--- src/rtl/det_pkg.sv ---
// det_pkg: shared FSM state type, width helpers and default pattern for det_sched
package det_pkg;
  typedef enum logic [1:0] {IDLE, SHIFT, REPORT} state_t;
  localparam logic [2:0] DEF_PATTERN = 3'b101;
  function automatic int id_w(input int n);
    return (n > 1) ? $clog2(n) : 1;
  endfunction
  function automatic int cnt_w(input int w);
    return $clog2(w + 1);
  endfunction
endpackage

--- src/rtl/pat_detect.sv ---
// pat_detect: bit-serial PAT_LEN-bit pattern matcher; DET_NONOVERLAP_EN selects non-overlapping matches
module pat_detect #(
  parameter int PAT_LEN = 3
) (
  input  logic               clk,
  input  logic               rst,
  input  logic               clr,
  input  logic               bit_vld,
  input  logic               bit_in,
  input  logic [PAT_LEN-1:0] pattern,
  output logic               match
);
  localparam int FW = $clog2(PAT_LEN);
  localparam logic [FW-1:0] FULL = FW'(PAT_LEN - 1);
  logic [PAT_LEN-2:0] hist;
  logic [FW-1:0]      fill;
  assign match = bit_vld && (fill == FULL) && ({hist, bit_in} == pattern);
  // history window plus a saturating count of valid prior bits since the last clear
  always_ff @(posedge clk or negedge rst)
    if (!rst) begin
      hist <= '0;
      fill <= '0;
    end else if (clr) begin
      hist <= '0;
      fill <= '0;
    end else if (bit_vld) begin
`ifdef DET_NONOVERLAP_EN
      hist <= match ? '0 : (PAT_LEN-1)'({hist, bit_in});
      fill <= match ? '0 : (fill == FULL) ? fill : fill + 1'b1;
`else
      hist <= (PAT_LEN-1)'({hist, bit_in});
      fill <= (fill == FULL) ? fill : fill + 1'b1;
`endif
    end
endmodule

--- src/rtl/det_sched.sv ---
// det_sched: round-robin scheduler feeding words MSB-first into pat_detect; DET_NONOVERLAP_EN selects non-overlapping counts
module det_sched import det_pkg::*; #(
  parameter int N_REQ = 2,
  parameter int WIDTH = 8,
  parameter int PAT_LEN = 3,
  parameter logic [PAT_LEN-1:0] PATTERN = PAT_LEN'(DEF_PATTERN)
) (
  input  logic                     clk,
  input  logic                     rst,
  input  logic [N_REQ-1:0]         req,
  input  logic [N_REQ*WIDTH-1:0]   data_in,
  output logic [N_REQ-1:0]         gnt,
  input  logic                     cfg_we,
  input  logic [PAT_LEN-1:0]       cfg_pat,
  output logic                     busy,
  output logic                     res_valid,
  input  logic                     res_ready,
  output logic [id_w(N_REQ)-1:0]   res_id,
  output logic [cnt_w(WIDTH)-1:0]  res_count
);
  localparam int IW = id_w(N_REQ);
  localparam int CW = cnt_w(WIDTH);
  state_t             state;
  logic [IW-1:0]      ptr, win, id;
  logic [WIDTH-1:0]   word;
  logic [CW-1:0]      bcnt, mcnt;
  logic [PAT_LEN-1:0] pat;
  logic               take, match;
  assign take      = (state == IDLE) && |req;
  assign gnt       = take ? {{(N_REQ-1){1'b0}}, 1'b1} << win : '0;
  assign busy      = state != IDLE;
  assign res_valid = state == REPORT;
  // round-robin pick: scan from ptr upward, first requester found wins
  always_comb begin
    win = '0;
    for (int k = N_REQ - 1; k >= 0; k--)
      if (req[(int'(ptr) + k) % N_REQ]) win = IW'((int'(ptr) + k) % N_REQ);
  end
  pat_detect #(.PAT_LEN(PAT_LEN)) u_det (
    .clk     (clk),
    .rst     (rst),
    .clr     (take),
    .bit_vld (state == SHIFT),
    .bit_in  (word[WIDTH-1]),
    .pattern (pat),
    .match   (match)
  );
  // control FSM: grant and capture, shift WIDTH bits, hold result until accepted
  always_ff @(posedge clk or negedge rst)
    if (!rst) begin
      state     <= IDLE;
      ptr       <= '0;
      id        <= '0;
      word      <= '0;
      bcnt      <= '0;
      mcnt      <= '0;
      pat       <= PATTERN;
      res_id    <= '0;
      res_count <= '0;
    end else
      case (state)
        IDLE: begin
          if (cfg_we) pat <= cfg_pat;
          if (take) begin
            word  <= data_in[win*WIDTH +: WIDTH];
            id    <= win;
            ptr   <= (win == IW'(N_REQ - 1)) ? '0 : win + 1'b1;
            bcnt  <= '0;
            mcnt  <= '0;
            state <= SHIFT;
          end
        end
        SHIFT: begin
          word <= word << 1;
          bcnt <= bcnt + 1'b1;
          mcnt <= mcnt + CW'(match);
          if (bcnt == CW'(WIDTH - 1)) begin
            res_id    <= id;
            res_count <= mcnt + CW'(match);
            state     <= REPORT;
          end
        end
        REPORT: if (res_ready) state <= IDLE;
        default: state <= IDLE;
      endcase
endmodule

--- config.mk ---
export PLATFORM = sky130hd
export DESIGN_NAME = det_sched
export DESIGN_NICKNAME = d
export VERILOG_FILES = /design/src/rtl/det_pkg.sv /design/src/rtl/pat_detect.sv /design/src/rtl/det_sched.sv
export SDC_FILE = /design/constraint.sdc
export NUM_CORES = 1
export LEC_CHECK = 0
export ABC_AREA = 1
export BUFFER_PORTS_ARGS = -buffer_cell sky130_fd_sc_hd__buf_2
export CORE_MARGIN = 2
export CORE_UTILIZATION = 35
export DETAILED_ROUTE_END_ITERATION = 8
export PLACE_DENSITY_LB_ADDON = 0.05
export SLEW_MARGIN = 20
export SYNTH_ARGS = -nofsm -noshare
export SYNTH_HDL_FRONTEND = slang
export SYNTH_SLANG_ARGS = --single-unit
--- constraint.sdc ---
create_clock -name clk -period 2.3 [get_ports clk]
set_clock_uncertainty 0.15 [all_clocks]
set_input_delay 0.46 -clock clk [delete_from_list [all_inputs] [get_ports clk]]
set_output_delay 0.46 -clock clk [all_outputs]
set_load 0.01 [all_outputs]
==> results of run 1 <==
## sequential cells by signal, indices dropped and copies added (netlist names)
name / cells
res_count: 4
state: 2
u_det.fill: 2
pat: 3
u_det.hist: 2
bcnt: 4
res_id: 1
ptr: 1
id: 1
word: 8
mcnt: 4
## where the power goes
group          switching, mW  internal, mW  leakage (nW)
Sequential             0.171         0.840         0.399
Clock                  0.210         0.267        0.0503
Combinational          0.707         0.435         0.618
Total                   1.09          1.54          1.07
## stage by stage
stage,util [%],area [µm²]
after floorplan,-,1698
after global placement,40.64,1907
after detailed placement,40.64,1907
after CTS,42.69,2003
after global routing,42.69,2003
final,42.69,2003
## cell families after synthesis
kind of cell               synth area share (%)
DFF                                       47.31
buffers and inverters                     8.253
xor gates and xnor gates                  1.548
AOI/OAI and AO/OA                         6.780
and+or+nand+nor                           33.16
adders and majority gates                 2.948
## layout make-up
cell class	count	area (µm²)	area share [%]
sequential	32	803.3	40.10
multi-input combinational	139	754.5	37.66
timing repair buffer	35	180.2	8.994
inverter	27	101.3	5.059
clock buffer	7	96.34	4.809
tap	54	67.56	3.373
## synth_stat cells
library cell,n
nand2_1,54
nand3_1,38
dfrtp_1,30
inv_1,24
nor2_1,9
o21ai_0,6
ha_1,4
o21ai_1,4
a21oi_1,3
buf_6,3
inv_2,3
nand2_4,3
a21oi_2,2
dfstp_2,2
nand2_2,2
nor2_4,2
nor2_8,2
xnor2_1,2
buf_2,1
nand4_1,1
nor2_2,1
nor3_1,1
nor3_2,1
o21ai_2,1
o21ai_4,1
o31ai_1,1
xor2_1,1
## worst paths after layout
check	to	slack, ns
worst min register to register	res_count[2]	0.32
worst min-delay path	res_count[2]	0.07
worst max register to register	res_count[2]	0.50
worst max-delay path	gnt[0]	0.22
min in group clk	state[1]	0.20
max in group asynchronous	pat[1]	1.46
## routing by layer
layer | up-vias | global-route usage (%) | part of all wire (%)
met2 | 29 | 23.81 | 43
met5 | - | 0 | 0
met4 | 0 | 7.273 | 2.0
li1 | 725 | - | -
met1 | 612 | 21.55 | 51
met3 | 6 | 3.978 | 4.1
==> results.yml, run 1 <==
global_route:
  grt_overflow_total: 0
  antenna_found_initial: 0
  grt_pass1_vias: 1402
  grt_start_max_net_pins: 33
  grt_usage_pct: 15.90
  grt_pass1_wl_um: 6430
worst_setup_path:
  slowest_delay_ns: 0.46
  critPathBufInv: 1
  required_ns: 1.69
  rr_worst_depth: 9
  cp_data_arrival_time_ns: 1.47
  start_kind: "flip-flop"
  end_kind: "primary output"
  crit_start: "state[0]"
  critPathMaxFanout: 5
  rr_startpoint: "state[0]"
  crit_path_top_delay_cell: "dfrtp_1"
  crit_cells: 4
  critPathKind: "reg -> out"
  path_cells: "nor2_2, o21ai_4, nor2_1, buf_2"
  critical-path-top-delay-family: "simple AND/OR/NAND/NOR gates"
detailed_routing:
  drc: 0
  drtPass1Iterations: 4
  vias: 1372
  wire_per_inst_um: 12.06
  avgViaCountPerCell: 4.667
  drt_wl_total_um: 3545
  drt-initial-drc-count: 69
  ant_nets: 0
place:
  numPortBuffers: 33
  hpwl_um: 2576
  gp_congestion: 0.7373
  place_ws_ns: 0.4118
  place_inst: 287
synth:
  synth_cell_types: 27
  yosysSeqAreaShare_pct: 47.31
  synth_area_per_cell_um2: 8.405
  synth_seq_cells: 32
  syn-num-nets: 231
  yosysWarningCount: 0
  synthCells: 202
  synth_top_cell_by_area: "dfrtp_1"
  synth_area_leaders: "dfrtp_1 44%, nand2_1 12%, nand3_1 11%"
  synth.cell_area_mm2: 0.001698
  synth_top_area_share_pct: 44.22
layout:
  areaGrowthSynthToFinish_pct: 17.98
  final_common_cell: "nand2_1"
  final_cell_mix: "54 x nand2_1, 38 x nand3_1, 33 x buf_2"
  nets: 269
  antenna_cells: 0
  layoutNonFillerInstCount: 294
  drive_above_1_share_pct: 25.83
  fill_cells: 498
power_and_ir_drop:
  finalPower_mw: 2.630
  ir_drop_mv: 0.5252
  p_leak_nw: 1.067
  pwr_density_cell_mw_per_mm2: 1313
cts:
  numClockSinks: 32
  cts_setup_buffers: 0
  numCtsBuffers: 5
  cts_resized: 0
  clockRootBuffer: "clkbuf_8"
  h-tree-depth: 2
  clock_latency_ns: 0.28
  path_clk_slew_ns: 0.07
  clockBufferDepth: 2
  postCtsHoldBufs: 0
  cts_tree: "yes"
sta:
  rsz0062_at_grt: "no"
  tightest_slew_ns: 0.7151
  fin_ws_ns: 0.2246
  fin_setup_tns_ns: 0
  min_period_ns: 2.075
  setup_viol: 0
  fmax_mhz: 481.8
  min_period_over_period_pct: 90.24
  timing.hold.ws_ns: 0.07141
  finalMaxSlewViolations: 0
  slew_headroom_pct: 52.33
  hold_viol_final: 0
die:
  ios: 34
  core_area_mm2: 0.004692
  die_h_um: 73.65
  initial_core_util_pct: 36.19
  num_rows: 25
  die_area_mm2: 0.005424
  dieWidth_um: 73.65
run_status:
  status: "finished clean"
job:
  cap_violations: 0
min_path:
  holdCritPathClass: "in -> async"
Power figures use the tool's default switching activity.
==> inputs of run 2 (changes only) <==
--- a/config.mk
+++ b/config.mk
@@ -5,11 +5,11 @@
 export SDC_FILE = /design/constraint.sdc
 export NUM_CORES = 1
 export LEC_CHECK = 0
-export ABC_AREA = 1
 export BUFFER_PORTS_ARGS = -buffer_cell sky130_fd_sc_hd__buf_2
-export CORE_MARGIN = 2
+export CORE_MARGIN = 10
 export CORE_UTILIZATION = 35
 export DETAILED_ROUTE_END_ITERATION = 8
+export GPL_TIMING_DRIVEN = 0
 export PLACE_DENSITY_LB_ADDON = 0.05
 export SLEW_MARGIN = 20
 export SYNTH_ARGS = -nofsm -noshare
==> run 2 against run 1 <==
Compared with the run above: combinational power down 27%; sequential power down 4%; fmax down 2.9%; final cell count down 20%; critical path depth unchanged; highest routed layer unchanged.
==> results.yml, run 2 <==
run_status:
  status: "finished clean"
power_and_ir_drop:
  finalPower_mw: 2.242
  ir_drop_mv: 0.4882
  p_comb_share_pct: 37.0
  seqPwrFrac_pct: 43.4
  clockPowerShare_pct: 19.6
  power.internal_mw: 1.438
  p_leak_nw: 0.8952
  pwr_density_cell_mw_per_mm2: 1212
  power.switching_mw: 0.8039
  p_sw_share_pct: 35.86
layout:
  top_register: "word"
  areaGrowthSynthToFinish_pct: 21.75
  final_core_util_pct: 45.25
  final_cell_mix: "36 x buf_2, 29 x dfrtp_1, 21 x o21ai_0"
  largest_reg_flops: 8
  antenna_cells: 0
  final_common_cell: "buf_2"
  drive_above_1_share_pct: 32.43
  layoutNonFillerInstCount: 235
  nets: 213
synth:
  synth_ff_type: "dfrtp_1"
  async_flop_share_pct: 100.0
  yosysWarningCount: 0
  syn-num-nets: 173
  synth.cell_area_mm2: 0.001519
  synth_seq_cells: 32
  synth_area_per_cell_um2: 10.55
  synth_compound_area_share_pct: 14.50
  synth-simple-area-share_pct: 13.01
  synthMuxAreaShare_pct: 9.720
  synth-xor-area-share_pct: 2.883
  synth_top_cell_by_area: "dfrtp_1"
  synth_commonest_cells: "30 x dfrtp_1, 21 x o21ai_0, 17 x nand2_1"
  synth_fa_ha_area_share_pct: 3.295
  synth_area_leaders: "dfrtp_1 49%, o21ai_0 6.9%, mux2i_1 5.3%"
  synth_top_family_by_area: "compound AO/OA/AOI/OAI gates"
  yosysSeqAreaShare_pct: 52.88
  synth_top_area_share_pct: 49.42
  synthCells: 144
  synth_cell_types: 28
  synth_most_common_cell: "dfrtp_1"
  synth_edf_count: 0
worst_setup_path:
  slowest_delay_ns: 0.45
  cp_data_arrival_time_ns: 1.53
  end_kind: "primary output"
  critical-path-top-delay-family: "flip-flops"
  critPathKind: "reg -> out"
  critPathMaxFanout: 9
  critPathBufInv: 1
  start_kind: "flip-flop"
  required_ns: 1.69
  crit_path_top_delay_cell: "dfrtp_2"
  path_cells: "nor2_2, o21a_2, and2_1, buf_2"
cts:
  clockBufferDepth: 2
  cts_setup_buffers: 0
  clockRootBuffer: "clkbuf_8"
  postCtsHoldBufs: 0
  numCtsBuffers: 5
  clock_latency_ns: 0.28
  h-tree-depth: 2
  cts_tree: "yes"
  path_clk_slew_ns: 0.06
  numClockSinks: 32
sta:
  fmax_mhz: 467.8
  tightest_slew_ns: 0.7195
  min_period_over_period_pct: 92.94
  min_period_ns: 2.138
  finalMaxSlewViolations: 0
  fin_ws_ns: 0.1623
  setup_viol: 0
  fin_setup_tns_ns: 0
  hold_viol_final: 0
  slew_headroom_pct: 52.03
  rsz0062_at_grt: "no"
place:
  place_ws_ns: 0.08662
  hpwl_um: 2526
  place_inst: 227
  gp_congestion: 0.7634
  numPortBuffers: 33
global_route:
  antenna_found_initial: 0
  grt_start_max_net_pins: 33
  grt_pass1_vias: 1235
  grt_overflow_total: 0
  grt_usage_pct: 9.436
  grt_pass1_wl_um: 5678
die:
  initial_core_util_pct: 37.17
  die_area_mm2: 0.007375
  dieWidth_um: 85.88
  core_area_mm2: 0.004086
  die_h_um: 85.88
  num_rows: 23
  ios: 34
detailed_routing:
  avgViaCountPerCell: 4.813
  drt_wl_total_um: 3407
  wire_per_inst_um: 14.50
  ant_nets: 0
  vias: 1131
  drt-initial-drc-count: 39
  drc: 0
  drtPass1Iterations: 4
min_path:
  holdCritPathClass: "in -> async"
job:
  cap_violations: 0
-- run 2: changes by cell type after synthesis, moves of 3 or more --
| cell | delta |
|---|---|
| nand2_1 | -37 |
| nand3_1 | -34 |
| inv_1 | -20 |
| o21ai_0 | +15 |
| mux2i_1 | +8 |
| a22oi_1 | +7 |
| mux2_2 | +6 |
| inv_2 | -3 |
| nand2_4 | -3 |
-- run 2: per-stage QoR --
| stage | hold WS (ns) | cell area (µm²) |
|---|---|---|
| 2_1_floorplan | 0.01441 | 1519 |
| 3_3_place_gp | 0.3145 | 1747 |
| 3_5_place_dp | 0.3243 | 1747 |
| 4_1_cts | 0.1099 | 1838 |
| 5_1_grt | 0.1418 | 1849 |
| 6_report | 0.08272 | 1849 |
-- run 2: power by group through the flow --
stage | Sequential (mW) | Clock, mW | Combinational [mW]
6_report | 0.972 | 0.439 | 0.830
3_5_place_dp | 0.980 | 0 | 0.841
2_1_floorplan | 0.968 | 0 | 0.576
5_1_grt | 1.01 | 0.477 | 0.947
4_1_cts | 0.971 | 0.455 | 0.843
3_3_place_gp | 0.969 | 0 | 0.808
-- run 2: kinds of logic (layout without fill, tap and decap cells) --
kind of cell             Yosys count  in the layout
AND/OR/NAND/NOR                   40             40
AO/OA/AOI/OAI                     39             39
flip-flops                        32             32
multiplexers                      14             14
buffers and inverters             10             51
XOR/XNOR                           5              5
adder cells (fa/ha/maj)            4              4
-- run 2: timing repair --
| action | in CTS | in global routing |
|---|---|---|
| hold endpoints to repair | 0 | 0 |
| setup endpoints to repair | 1 | 4 |
| gates resized for setup | 1 | 4 |
-- run 2: per-layer routing --
layer,track usage [%],vias to the layer above,wire [µm]
met5,0,-,0
met4,2.695,0,17
met3,4.068,3,194
met2,16.16,20,1699
met1,10.31,530,1496
li1,-,578,-
-- run 2: area by class of cell --
class,count,area (µm²)
Fill cell,414,2237
Sequential cell,32,804.5
Multi-Input combinational cell,102,670.6
Timing Repair Buffer,33,165.2
Clock buffer,8,90.09
Tap cell,50,62.56
Buffer,6,41.29
Inverter,4,15.01
-- run 2: worst paths after layout --
kind / from / depth (start not counted) / end / slack [ns]
setup / recovery: state[0] / 4 / gnt[0] / 0.16
hold / removal: rst / 1 / res_count[2] / 0.08
setup reg to reg: state[0] / 8 / res_count[1] / 0.20
hold reg to reg: id / 1 / id / 0.33
max in group asynchronous: rst / 1 / state[0] / 1.40
min in group clk: cfg_pat[0] / 2 / pat[0] / 0.26
